## src/rtl/tick_gen_pkg.sv

```systemverilog
// Purpose: shared constants and helpers for the multi-rate tick generator.
// Latency: n/a (types, constants and pure functions only).
// Backpressure: n/a.
package tick_gen_pkg;

  // Rate codes as seen on rate_sel. Two codes select divide-by-64, and the
  // top code selects the per-channel custom divisor register.
  typedef enum logic [2:0] {
    RATE_DIV64     = 3'd0,
    RATE_DIV32     = 3'd1,
    RATE_DIV16     = 3'd2,
    RATE_DIV8      = 3'd3,
    RATE_DIV4      = 3'd4,
    RATE_DIV2      = 3'd5,
    RATE_DIV64_ALT = 3'd6,
    RATE_CUSTOM    = 3'd7
  } rate_e;

  // Divisor loaded at reset and reset value of the custom registers.
  localparam int unsigned DIV_DEFAULT = 64;
  // Smallest divisor that still leaves room for a distinct mid-bit point.
  localparam int unsigned DIV_MIN = 2;
  // Code that selects the custom register instead of the fixed table.
  localparam logic [2:0] RATE_CODE_CUSTOM = 3'd7;

  // Fixed part of the rate table. The custom code never reaches a caller
  // through this function in normal use; it falls back to the default.
  function automatic int unsigned rate_table(input logic [2:0] code);
    int unsigned div;
    case (rate_e'(code))
      RATE_DIV64:     div = 64;
      RATE_DIV32:     div = 32;
      RATE_DIV16:     div = 16;
      RATE_DIV8:      div = 8;
      RATE_DIV4:      div = 4;
      RATE_DIV2:      div = 2;
      RATE_DIV64_ALT: div = 64;
      default:        div = DIV_DEFAULT;
    endcase
    return div;
  endfunction

  // Raise any divisor below the minimum up to the minimum.
  function automatic int unsigned clamp_div(input int unsigned div);
    return (div < DIV_MIN) ? DIV_MIN : div;
  endfunction

endpackage

```

## src/rtl/tick_chan.sv

```systemverilog
// Purpose: one channel of the tick generator: bit-phase counter, bit counter,
//          bit/mid/frame pulses, divisor latched only at bit boundaries.
// Latency: every pulse is registered, one clock after its counter match.
// Backpressure: none; the channel free-runs while enable_i is high.
//
// Ports:
//   clk, rst_n        clock, asynchronous active-low reset
//   enable_i          run enable; low clears counters and idles the channel
//   rate_sel_i        3-bit rate code
//   frame_len_i       bits per frame, 0 disables frame_done_o
//   cust_div_i        custom divisor (already clamped), used for code 7
//   bit_tick_o        pulse at each bit boundary
//   mid_tick_o        pulse at the mid-bit sampling point
//   frame_done_o      pulse together with the last bit_tick_o of a frame
//   busy_o            high while the counter is running
module tick_chan
  import tick_gen_pkg::*;
#(
  parameter int DIV_W   = 12,
  parameter int FRAME_W = 16
) (
  input  logic               clk,
  input  logic               rst_n,
  input  logic               enable_i,
  input  logic [2:0]         rate_sel_i,
  input  logic [FRAME_W-1:0] frame_len_i,
  input  logic [DIV_W-1:0]   cust_div_i,
  output logic               bit_tick_o,
  output logic               mid_tick_o,
  output logic               frame_done_o,
  output logic               busy_o
);

  logic [DIV_W-1:0]   act_div_q, act_div_d;
  logic [DIV_W-1:0]   cnt_q, cnt_d;
  logic [FRAME_W-1:0] bits_q, bits_d;
  logic               busy_q, busy_d;
  logic               bit_tick_q, bit_tick_d;
  logic               mid_tick_q, mid_tick_d;
  logic               frame_done_q, frame_done_d;

  logic [DIV_W-1:0]   div_map;
  logic [DIV_W-1:0]   eff_div;
  logic               bit_match;
  logic               mid_match;
  logic               frame_last;

  // Divisor currently requested by the inputs.
  assign div_map = (rate_sel_i == RATE_CODE_CUSTOM) ? cust_div_i
                                                    : DIV_W'(rate_table(rate_sel_i));

  // On the very first enabled cycle (busy_q still low) the bit is just
  // starting, so the requested divisor applies directly. This keeps the
  // first tick act_div clocks after enable even straight out of reset,
  // when act_div_q still holds the reset default.
  assign eff_div = busy_q ? act_div_q : div_map;

  assign bit_match  = (cnt_q == (eff_div - DIV_W'(1)));
  // For a divisor of 2 this resolves to cnt 0; odd divisors round down.
  assign mid_match  = (cnt_q == ((eff_div >> 1) - DIV_W'(1)));
  assign frame_last = (frame_len_i != '0) && (bits_q == (frame_len_i - FRAME_W'(1)));

  always_comb begin
    act_div_d    = act_div_q;
    cnt_d        = cnt_q;
    bits_d       = bits_q;
    busy_d       = busy_q;
    bit_tick_d   = 1'b0;
    mid_tick_d   = 1'b0;
    frame_done_d = 1'b0;

    if (!enable_i) begin
      // Idle: track the requested divisor so a later start uses it, and
      // drop any tick whose match lands on this cycle.
      cnt_d     = '0;
      bits_d    = '0;
      busy_d    = 1'b0;
      act_div_d = div_map;
    end else begin
      busy_d    = 1'b1;
      act_div_d = eff_div;
      mid_tick_d = mid_match;
      if (bit_match) begin
        // Bit boundary: the only point where a new divisor takes effect.
        cnt_d      = '0;
        bit_tick_d = 1'b1;
        act_div_d  = div_map;
        if (frame_last) begin
          frame_done_d = 1'b1;
          bits_d       = '0;
        end else begin
          // Free-running wrap when no frame length is configured.
          bits_d = bits_q + FRAME_W'(1);
        end
      end else begin
        cnt_d = cnt_q + DIV_W'(1);
      end
    end
  end

  always_ff @(posedge clk or negedge rst_n) begin
    if (!rst_n) begin
      act_div_q    <= DIV_W'(DIV_DEFAULT);
      cnt_q        <= '0;
      bits_q       <= '0;
      busy_q       <= 1'b0;
      bit_tick_q   <= 1'b0;
      mid_tick_q   <= 1'b0;
      frame_done_q <= 1'b0;
    end else begin
      act_div_q    <= act_div_d;
      cnt_q        <= cnt_d;
      bits_q       <= bits_d;
      busy_q       <= busy_d;
      bit_tick_q   <= bit_tick_d;
      mid_tick_q   <= mid_tick_d;
      frame_done_q <= frame_done_d;
    end
  end

  assign bit_tick_o   = bit_tick_q;
  assign mid_tick_o   = mid_tick_q;
  assign frame_done_o = frame_done_q;
  assign busy_o       = busy_q;

endmodule

```

## src/rtl/multi_rate_tick_gen.sv

```systemverilog
// Purpose: NCH independent bit-rate tick generators with a shared write port
//          for per-channel custom divisors.
// Latency: ticks are registered (one clock after match); cfg_ack one clock
//          after an accepted write.
// Backpressure: none; a write is accepted every cycle it targets a valid channel.
//
// Ports:
//   clk, rst_n                   clock, asynchronous active-low reset
//   enable[NCH]                  per-channel run enable
//   rate_sel[3*NCH]              per-channel rate code, channel i at [3i+2:3i]
//   frame_len[FRAME_W*NCH]       per-channel bits per frame (0 = no frame_done)
//   cfg_wr, cfg_ch, cfg_div      custom-divisor write port
//   cfg_ack                      acknowledge of an accepted write
//   bit_tick, mid_tick,
//   frame_done, busy [NCH]       per-channel status pulses / level
module multi_rate_tick_gen
  import tick_gen_pkg::*;
#(
  parameter int NCH     = 4,
  parameter int DIV_W   = 12,
  parameter int FRAME_W = 16
) (
  input  logic                   clk,
  input  logic                   rst_n,
  input  logic [NCH-1:0]         enable,
  input  logic [3*NCH-1:0]       rate_sel,
  input  logic [FRAME_W*NCH-1:0] frame_len,
  input  logic                   cfg_wr,
  input  logic [3:0]             cfg_ch,
  input  logic [DIV_W-1:0]       cfg_div,
  output logic                   cfg_ack,
  output logic [NCH-1:0]         bit_tick,
  output logic [NCH-1:0]         mid_tick,
  output logic [NCH-1:0]         frame_done,
  output logic [NCH-1:0]         busy
);

  logic [DIV_W-1:0] cust_q [NCH];
  logic [DIV_W-1:0] cust_d [NCH];
  logic             cfg_ack_q, cfg_ack_d;
  logic             cfg_hit;
  logic [DIV_W-1:0] cfg_div_clamped;

  // Writes to channel numbers beyond the instantiated set are dropped
  // silently: no register changes and no acknowledge.
  assign cfg_hit = cfg_wr && ({1'b0, cfg_ch} < 5'(NCH));

  // Store the clamped value so every reader sees a legal divisor.
  assign cfg_div_clamped = DIV_W'(clamp_div(int'(cfg_div)));

  always_comb begin
    for (int i = 0; i < NCH; i++) begin
      cust_d[i] = cust_q[i];
      if (cfg_hit && (cfg_ch == 4'(i))) begin
        cust_d[i] = cfg_div_clamped;
      end
    end
    cfg_ack_d = cfg_hit;
  end

  always_ff @(posedge clk or negedge rst_n) begin
    if (!rst_n) begin
      for (int i = 0; i < NCH; i++) begin
        cust_q[i] <= DIV_W'(DIV_DEFAULT);
      end
      cfg_ack_q <= 1'b0;
    end else begin
      for (int i = 0; i < NCH; i++) begin
        cust_q[i] <= cust_d[i];
      end
      cfg_ack_q <= cfg_ack_d;
    end
  end

  assign cfg_ack = cfg_ack_q;

  for (genvar g = 0; g < NCH; g++) begin : g_chan
    tick_chan #(
      .DIV_W   (DIV_W),
      .FRAME_W (FRAME_W)
    ) u_chan (
      .clk          (clk),
      .rst_n        (rst_n),
      .enable_i     (enable[g]),
      .rate_sel_i   (rate_sel[3*g +: 3]),
      .frame_len_i  (frame_len[FRAME_W*g +: FRAME_W]),
      .cust_div_i   (cust_q[g]),
      .bit_tick_o   (bit_tick[g]),
      .mid_tick_o   (mid_tick[g]),
      .frame_done_o (frame_done[g]),
      .busy_o       (busy[g])
    );
  end

endmodule
```

## config.mk

```make
export PLATFORM = sky130hd
export DESIGN_NAME = multi_rate_tick_gen
export DESIGN_NICKNAME = d
export VERILOG_FILES = /design/src/rtl/tick_gen_pkg.sv /design/src/rtl/tick_chan.sv /design/src/rtl/multi_rate_tick_gen.sv
export SDC_FILE = /design/constraint.sdc
export NUM_CORES = 1
export LEC_CHECK = 0
export ABC_AREA = 1
export CAP_MARGIN = 25
export CELL_PAD_IN_SITES_DETAIL_PLACEMENT = 1
export CELL_PAD_IN_SITES_GLOBAL_PLACEMENT = 2
export CORE_MARGIN = 2
export CORE_UTILIZATION = 37
export DETAILED_ROUTE_END_ITERATION = 10
export GPL_TIMING_DRIVEN = 0
export PLACE_DENSITY_LB_ADDON = 0.1
export SYNTH_ARGS = -nofsm -noshare
export SYNTH_HDL_FRONTEND = slang
export SYNTH_SLANG_ARGS = --single-unit
```

## constraint.sdc

```tcl
create_clock -name clk -period 5.2 [get_ports clk]
set_input_delay 1.04 -clock clk [delete_from_list [all_inputs] [get_ports clk]]
set_output_delay 1.04 -clock clk [all_outputs]
set_load 0.05 [all_outputs]
```

==> results.yml, run 1 <==
outcome:
  status: "completed"
timing:
  tightest_slew_ns: 0.925
  clock_skew_ns: 0.0112
  setup_viol: 0
  finalCritPeriodShare_pct: 73.0
  worst_hold_slack_ns: 0.401
  rsz0062_at_grt: "no"
  slew_headroom_pct: 37.7
  slew_violations: 0
  fmax_ghz: 0.263
  post-route-min-period_ns: 3.80
  finalHoldViolations: 0
setup_path:
  max_stage_delay_ns: 0.63
  crit_slowest_cell: "clkdlybuf4s50_1"
  endpoint: "g_chan[2].u_chan.cnt_q[6]$_DFF_PN0_"
  path_delay_family: "buffers and inverters"
  cp.buffers_inverters: 4
  crit_chain: "clkdlybuf4s50_1 > inv_1 > a211oi_1 > nand2_1 > nand2_1 > inv_1 > ha_1 > xor2_1 > o21ai_0 > nor2_1 > nand2_1 > nor2_1 > nand2_1 > nor2_2 > nand3_4 > o21ai_4 > buf_4 > nor2_1"
  reg2reg_slack_ns: 2.05
  crit_fanout: 10
  cp_num_cells: 18
  timing.critical_path.mode_cell: "nand2_1"
  critPathKind: "in2reg"
  critPathArrivalTime_ns: 4.25
  rr_worst_depth: 19
  endpoint_kind: "flop"
  regToRegEndpoint: "g_chan[1].u_chan.cnt_q[5]$_DFF_PN0_"
  startpoint: "rate_sel[6]"
  critPathRequiredTime_ns: 5.65
  crit-reg2reg-launch: "g_chan[1].u_chan.busy_o$_DFF_PN0_"
  start_kind: "input port"
synthesis:
  ys_types: 52
  synth_fp_nets: 2948
  synth_area_leaders: "dfrtp_1 (29%), nand2_1 (16%), nand3_1 (8.3%)"
  synth_top_area_share_pct: 28.8
  synthFlopType: "dfrtp_1"
  seq_area_frac_synth_pct: 29.9
  postSynthAreaPerCell_um2: 6.66
  synthCells: 2829
  synth_edf_count: 0
  synth-seq-cells: 225
  synth_area_leader_cell: "dfrtp_1"
  synthesis.area_um2: 18900
  synth_async_sr_flop_share_pct: 100
  yosysWarnings: 0
clock_network:
  clockBufferDepth: 3
  clk_pin_slew_ns: 0.06
  root_buffer: "clkbuf_16"
  ctsResizeCount: 0
  cts_tree: "done"
  htreeDepth: 1
  numClockSinks: 225
  numCtsBuffers: 28
  postCtsSetupBuffers: 0
  worst_skew_pair.late_latency_ns: 0.57
  cts_hold_buf: 0
detailed_routing:
  first_pass_iters: 5
  drt-initial-drc-count: 787
  via_per_inst: 4.98
  wl_um: 58300
  route.vias.total: 18300
  wl_per_cell_um: 15.9
  drcViolationCount: 0
  final_antenna_net_count: 0
place:
  port_buffers: 113
  dp_hpwl_um: 45900
  place.gp.congestion: 0.849
  placed_cell_area_um2: 20900
global_routing:
  grt_pass1_wl_um: 98500
  antenna_found_initial: 0
  grt-ovfl-total: 0
  grt_max_degree: 112
  track_usage_pct: 22.4
  first_global_vias: 19400
cells_and_area:
  drive_above_1_share_pct: 11.4
  fin_area_um2: 21900
  layout.nets: 3093
  syn_to_final_growth_pct: 16.0
  fillers: 6583
  num_antenna_cells: 0
  layout_commonest_cell: "nand2_1"
  final_cell_mix: "nand2_1 (815), nor2_1 (337), inv_1 (323)"
run:
  drv_cap: 0
floorplanning:
  fp.dieArea_um2: 52800
  initial_core_util_pct: 37.5
  core_area_um2: 50300
  dieWidth_um: 230
  die_h_um: 230
  num_io_pins: 116
  core.rowCount: 82
power_and_ir_drop:
  p_per_area_nw_per_um2: 234
  vdd_drop_max_uv: 211
  leakagePower_nw: 10.9
min_path:
  hp-class: "in2async"
metal layers:
| layer | vias to the layer above | global-route usage, % | routed length [um] |
|---|---|---|---|
| li1 | 9137 | - | - |
| met1 | 8846 | 30.7 | 28300 |
| met2 | 215 | 38.2 | 27200 |
| met3 | 63 | 2.27 | 1870 |
| met5 | - | 0 | 0 |
| met4 | 0 | 4.70 | 944 |
how the worst min path moves through the flow:
stage,startpoint,depth (start not counted),endpoint,slack [ns]
after CTS,rst_n,1,g_chan[3].u_chan.cnt_q[2]$_DFF_PN0_,0.39
after detailed placement,cust_q[33]$_DFFE_PN0P_,2,cust_q[33]$_DFFE_PN0P_,0.48
after floorplan,cust_q[27]$_DFFE_PN0P_,2,cust_q[27]$_DFFE_PN0P_,0.44
after global routing,rst_n,1,g_chan[3].u_chan.cnt_q[0]$_DFF_PN0_,0.41
final,rst_n,1,g_chan[3].u_chan.cnt_q[2]$_DFF_PN0_,0.40
after global placement,cust_q[34]$_DFFE_PN0P_,2,cust_q[34]$_DFFE_PN0P_,0.47
Yosys cell counts (19+ instances only):
cell / instances
nor2_4: 20
buf_4: 25
nor2_1: 337
buf_6: 24
ha_1: 20
nand4_1: 53
o21ai_0: 89
inv_1: 323
nor2_2: 19
xnor2_1: 44
nand2_1: 815
inv_2: 23
nor3_1: 45
dfrtp_1: 217
clkbuf_1: 30
nand2_2: 42
xor2_1: 168
nand3_2: 62
nand3_1: 311
or2_2: 27
flip-flops by register name, summed over array words and instances (netlist names):
register,flops
g_chan.u_chan.cnt_q,48
cfg_ack,1
g_chan.u_chan.mid_tick_o,4
g_chan.u_chan.frame_done_o,4
cust_q,48
g_chan.u_chan.bit_tick_o,4
g_chan.u_chan.bits_q,64
g_chan.u_chan.busy_o,4
g_chan.u_chan.act_div_q,48
through the flow:
stage / cells / worst slack [ns] / power [mW] / TNS [ns] / util [%]
final: 3668 / 1.40 / 5.12 / 0 / 43.5
after global placement: 3614 / -7.52 / 3.01 / -1653.98 / 41.4
after floorplan: 2829 / 1.95 / 2.67 / 0 / -
after global routing: 3668 / 1.08 / 5.41 / 0 / 43.5
after CTS: 3668 / 1.41 / 5.21 / 0 / 43.5
after detailed placement: 3616 / 0.740 / 3.05 / 0 / 41.5
final cells by class:
type	count	area, um2	share of cell area (%)
Buffer	102	704	3.22
Inverter	351	1320	6.04
Sequential cell	225	5640	25.8
Tap cell	672	841	3.85
Clock inverter	16	199	0.910
Multi-Input combinational cell	2151	11200	51.2
Timing Repair Buffer	115	1190	5.45
Clock buffer	36	782	3.58
cells by family after synthesis:
logic type                 after synthesis  share of synthesized area [%]
adders and majority gates               20                           1.33
buffers and inverters                  453                           10.7
xor gates and xnor gates               214                           10.1
DFF                                    225                           29.9
AOI/OAI and AO/OA                      122                           3.61
and+or+nand+nor                       1795                           44.3
report_power, final:
part           switching [mW]  internal (mW)
Sequential             0.0776           1.87
Combinational           0.676          0.385
Clock                   0.845           1.26
Total                    1.60           3.52
Power figures use the tool's default switching activity.
==> run 2: changes to the inputs <==
CORE_UTILIZATION = 34   (was 37)
clock period = 3.55 ns   (was 5.2 ns; I/O delays follow)
==> results.yml, run 2 (same netlist as run 1, synthesis figures left out) <==
clock_network:
  clockBufferDepth: 3
  cts_tree: "done"
  worst_skew_pair.late_latency_ns: 0.58
  numCtsBuffers: 29
  htreeDepth: 1
  root_buffer: "clkbuf_16"
  numClockSinks: 225
  clk_pin_slew_ns: 0.06
  postCtsSetupBuffers: 0
  cts_hold_buf: 0
run:
  drv_cap: 0
power_and_ir_drop:
  leakagePower_nw: 11.0
  vdd_drop_max_uv: 239
  switchingPower_mw: 2.33
  combPwrFrac_pct: 20.8
  power.total_mw: 7.45
  clockPowerShare_pct: 40.8
  power.internal_mw: 5.13
  p_per_area_nw_per_um2: 339
  switching_share_pct: 31.2
  seqPwrFrac_pct: 38.4
cells_and_area:
  largest_reg_flops: 64
  syn_to_final_growth_pct: 16.5
  top_register: "g_chan.u_chan.bits_q"
  num_antenna_cells: 0
  fillers: 7073
  layout.nets: 3095
  layout_commonest_cell: "nand2_1"
  drive_above_1_share_pct: 11.4
  final_cell_mix: "nand2_1 (815), nor2_1 (336), inv_1 (323)"
  fin_area_um2: 22000
timing:
  slew_violations: 0
  slew_headroom_pct: 45.2
  setup_viol: 0
  finalSetupTns_ns: 0
  rsz0062_at_grt: "no"
  tightest_slew_ns: 0.815
  finalHoldViolations: 0
  fmax_ghz: 0.302
  clock_skew_ns: 0.0211
  finalCritPeriodShare_pct: 93.3
  post-route-min-period_ns: 3.31
global_routing:
  grt_max_degree: 111
  antenna_found_initial: 0
  grt-ovfl-total: 0
  track_usage_pct: 20.6
  first_global_vias: 18900
  grt_pass1_wl_um: 96500
setup_path:
  crit_fanout: 10
  endpoint_kind: "flop"
  critPathKind: "in2reg"
  critPathRequiredTime_ns: 4.06
  start_kind: "input port"
  critPathArrivalTime_ns: 3.82
detailed_routing:
  route.vias.total: 18100
  drt-initial-drc-count: 728
  wl_um: 58300
  wl_per_cell_um: 15.6
  first_pass_iters: 5
  via_per_inst: 4.82
  final_antenna_net_count: 0
  drcViolationCount: 0
place:
  place.gp.congestion: 0.837
  placed_cell_area_um2: 21000
  dp_hpwl_um: 46100
  port_buffers: 113
floorplanning:
  initial_core_util_pct: 34.3
  dieWidth_um: 239
  fp.dieArea_um2: 57300
  die_h_um: 239
  core_area_um2: 55000
  num_io_pins: 116
  core.rowCount: 86
min_path:
  hp-class: "in2async"
outcome:
  status: "completed"
-- run 2: changes by cell type in the layout (fill, tap and decap cells not counted), sizes merged --
cell           change
clkinvlp           -3
clkdlybuf4s50      -6
clkinv             -2
buf                -1
dlymetal6s2s       +6
inv                -1
bufinv             -1
clkbuf            +10
-- run 2: what timing repair did --
action	CTS	global route
setup endpoints to repair	0	123
resized for setup	0	11
endpoints found under the hold margin	0	0
-- run 2: final timing paths --
path | end | cells past startpoint | slack [ns] | startpoint
min in group clk | cust_q[26]$_DFFE_PN0P_ | 2 | 0.49 | cust_q[26]$_DFFE_PN0P_
min reg2reg | cust_q[26]$_DFFE_PN0P_ | 2 | 0.49 | cust_q[26]$_DFFE_PN0P_
max reg2reg | g_chan[0].u_chan.act_div_q[6]$_DFF_PN1_ | 17 | 0.36 | g_chan[0].u_chan.busy_o$_DFF_PN0_
min | g_chan[3].u_chan.cnt_q[2]$_DFF_PN0_ | 1 | 0.05 | rst_n
max in group asynchronous | g_chan[2].u_chan.bits_q[10]$_DFFE_PN0P_ | 2 | 2.58 | rst_n
max | g_chan[0].u_chan.act_div_q[6]$_DFF_PN1_ | 20 | 0.24 | rate_sel[1]
-- run 2: layout make-up --
| type | count | area (um2) | share of cell area, % |
|---|---|---|---|
| inverter | 351 | 1320 | 6.01 |
| buffer | 102 | 709 | 3.23 |
| tap | 748 | 936 | 4.26 |
| multi-input combinational | 2151 | 11200 | 51.0 |
| clock inverter | 9 | 120 | 0.547 |
| sequential | 225 | 5640 | 25.7 |
| timing repair buffer | 116 | 1210 | 5.51 |
| clock buffer | 44 | 832 | 3.79 |
-- run 2: power groups by stage --
stage               clock (mW)  combinational [mW]  sequential, mW
floorplan                    0                1.05            2.87
global placement             0                1.52            2.90
detailed placement           0                1.57            2.91
CTS                       3.15                1.58            2.86
global route              3.25                1.77            2.88
finish                    3.04                1.55            2.86
-- run 2: through the flow --
step | util, % | instances | hold WS (ns) | worst slack, ns
2_1_floorplan | - | 2829 | 0.414 | 0.634
3_3_place_gp | 38.0 | 3690 | 0.476 | -8.93
3_5_place_dp | 38.2 | 3692 | 0.479 | -0.608
4_1_cts | 39.9 | 3745 | 0.0288 | 0.0127
5_1_grt | 40.0 | 3746 | 0.0525 | 0.00118
6_report | 40.0 | 3746 | 0.0464 | 0.237
-- run 2: worst max-delay path, cell delays in order --
cell	delay (ns)
clkdlybuf4s50_1	0.55
nand2_2	0.17
nor2_4	0.05
buf_6	0.14
nand2_2	0.08
nand3_2	0.10
nand2_4	0.11
ha_1	0.21
inv_1	0.09
nor2_4	0.16
nand3_4	0.11
nor2_1	0.21
xnor2_1	0.16
nand2_1	0.12
nor2_4	0.19
nand3_2	0.11
nand2_2	0.08
buf_2	0.27
nand2_1	0.10
nand2_1	0.08
-- run 2: per-layer routing --
layer	global-route usage (%)	wire length (um)
met4	3.62	768
met3	2.07	1860
met5	0	0
met2	34.8	27100
met1	28.6	28500
==> run 3: changes to the inputs <==
CORE_UTILIZATION = 37   (was 34)
DONT_BUFFER_PORTS = 1   (was unset)
==> results.yml, run 3 (same netlist as run 1, synthesis figures left out) <==
outcome:
  status: "complete, but fails checks"
  violations: "negative hold slack"
detailed_routing:
  drt-initial-drc-count: 719
  final_antenna_net_count: 0
  route.vias.total: 17700
  first_pass_iters: 5
  wl_um: 57600
  wl_per_cell_um: 16.2
  via_per_inst: 4.96
  drcViolationCount: 0
setup_path:
  startpoint: "g_chan[1].u_chan.busy_o$_DFF_PN0_"
  crit_fanout: 10
  start_kind: "flop"
  critPathRequiredTime_ns: 4.01
  critPathKind: "reg2reg"
  endpoint_kind: "flop"
  critPathArrivalTime_ns: 3.64
  crit-reg2reg-launch: "g_chan[1].u_chan.busy_o$_DFF_PN0_"
floorplanning:
  dieWidth_um: 230
  num_io_pins: 116
  initial_core_util_pct: 37.5
  core_area_um2: 50300
  fp.dieArea_um2: 52800
  core.rowCount: 82
  die_h_um: 230
timing:
  clock_skew_ns: 0.0255
  finalSetupTns_ns: 0
  setup_slack_ns: 0.370
  setup_viol: 0
  slew_headroom_pct: 33.5
  post-route-min-period_ns: 3.18
  finalHoldViolations: 218
  slew_violations: 0
  tightest_slew_ns: 0.989
  worst_hold_slack_ns: -0.182
  finalCritPeriodShare_pct: 89.6
  fmax_ghz: 0.314
  rsz0062_at_grt: "no"
clock_network:
  clk_pin_slew_ns: 0.06
  numCtsBuffers: 31
  root_buffer: "clkbuf_16"
  worst_skew_pair.late_latency_ns: 0.59
  htreeDepth: 1
  postCtsSetupBuffers: 0
  numClockSinks: 225
  clockBufferDepth: 3
  cts_tree: "done"
global_routing:
  grt_max_degree: 226
  antenna_found_initial: 1
  grt_pass1_wl_um: 95600
  track_usage_pct: 21.9
  grt-ovfl-total: 0
  first_global_vias: 18700
place:
  port_buffers: 0
  place.gp.congestion: 0.848
  dp_cells: 3501
  dp_slack_ns: 0.0703
  dp_hpwl_um: 44900
cells_and_area:
  num_antenna_cells: 0
  layout.nets: 2981
  top_register: "g_chan.u_chan.bits_q"
  largest_reg_flops: 64
  fin_cells: 3559
  final_cell_mix: "nand2_1 (815), nor2_1 (337), inv_1 (323)"
  drive_above_1_share_pct: 11.7
  syn_to_final_growth_pct: 10.0
  layout_commonest_cell: "nand2_1"
power_and_ir_drop:
  leakagePower_nw: 10.5
  vdd_drop_max_uv: 333
  power.total_mw: 7.46
  p_per_area_nw_per_um2: 359
min_path:
  hp-class: "in2async"
run:
  drv_cap: 0
[run 3: cell types whose count changed in the layout (fill, tap and decap cells not counted), moves of 2 or more]
cell and change:
clkbuf_16 +2, clkinvlp_4 +3, clkinv_2 -4, clkbuf_1 +2, dlymetal6s2s_1 -6, buf_16 -2, clkdlybuf4s50_1 -106
[run 3: cell type report]
type / instances / area, um2
Sequential cell: 225 / 5640
Tap cell: 672 / 841
Multi-Input combinational cell: 2151 / 11200
Clock buffer: 48 / 890
Fill cell: 6617 / 29500
Buffer: 102 / 707
Inverter: 351 / 1320
Clock inverter: 10 / 161
[run 3: power by group]
part / internal [mW] / leakage, nW / switching (mW) / total (mW)
Combinational: 0.463 / 6.96 / 0.872 / 1.33
Sequential: 2.75 / 3.00 / 0.114 / 2.86
Clock: 2.00 / 0.501 / 1.26 / 3.26
[run 3: stage by stage]
step	cell area (um2)	utilization [%]
2_1_floorplan	18900	-
3_3_place_gp	19700	39.2
3_5_place_dp	19700	39.2
4_1_cts	20700	41.3
5_1_grt	20700	41.3
6_report	20700	41.3
[run 3: worst max-delay path, cell delays in order (launching register included)]
cell	delay [ns]
dfrtp_1	0.37
buf_4	0.20
inv_2	0.11
buf_4	0.19
nand2_1	0.07
nand2_1	0.09
inv_1	0.14
ha_1	0.24
nand3_1	0.19
inv_1	0.12
nand3_1	0.12
nor2_2	0.23
nand3_1	0.11
nand2_1	0.08
nand3_1	0.06
nor2_1	0.16
nand2_1	0.11
nand2_1	0.16
clkbuf_4	0.25
nor2_1	0.06
[run 3: what timing repair did]
item,CTS,global route
gates resized for setup,0,1
endpoints found under the setup margin,0,9
endpoints found under the hold margin,218,219
[run 3: final timing paths]
path | endpoint | slack, ns | cells past startpoint
setup reg to reg | g_chan[1].u_chan.cnt_q[2]$_DFF_PN0_ | 0.37 | 19
hold reg to reg | cust_q[29]$_DFFE_PN0P_ | 0.49 | 2
max in group asynchronous | g_chan[2].u_chan.act_div_q[6]$_DFF_PN1_ | 3.33 | 0
hold / removal | g_chan[1].u_chan.cnt_q[7]$_DFF_PN0_ | -0.18 | 0
setup / recovery | g_chan[1].u_chan.cnt_q[2]$_DFF_PN0_ | 0.37 | 19
min in group clk | g_chan[3].u_chan.busy_o$_DFF_PN0_ | 0.14 | 0
[run 3: routing by layer]
| layer | vias to the layer above | GRT usage [%] | share of wire, % |
|---|---|---|---|
| li1 | 8912 | - | - |
| met1 | 8518 | 29.7 | 48 |
| met2 | 176 | 37.2 | 46 |
| met3 | 58 | 3.42 | 3.6 |
| met4 | 0 | 4.07 | 1.7 |
| met5 | - | 0 | 0 |
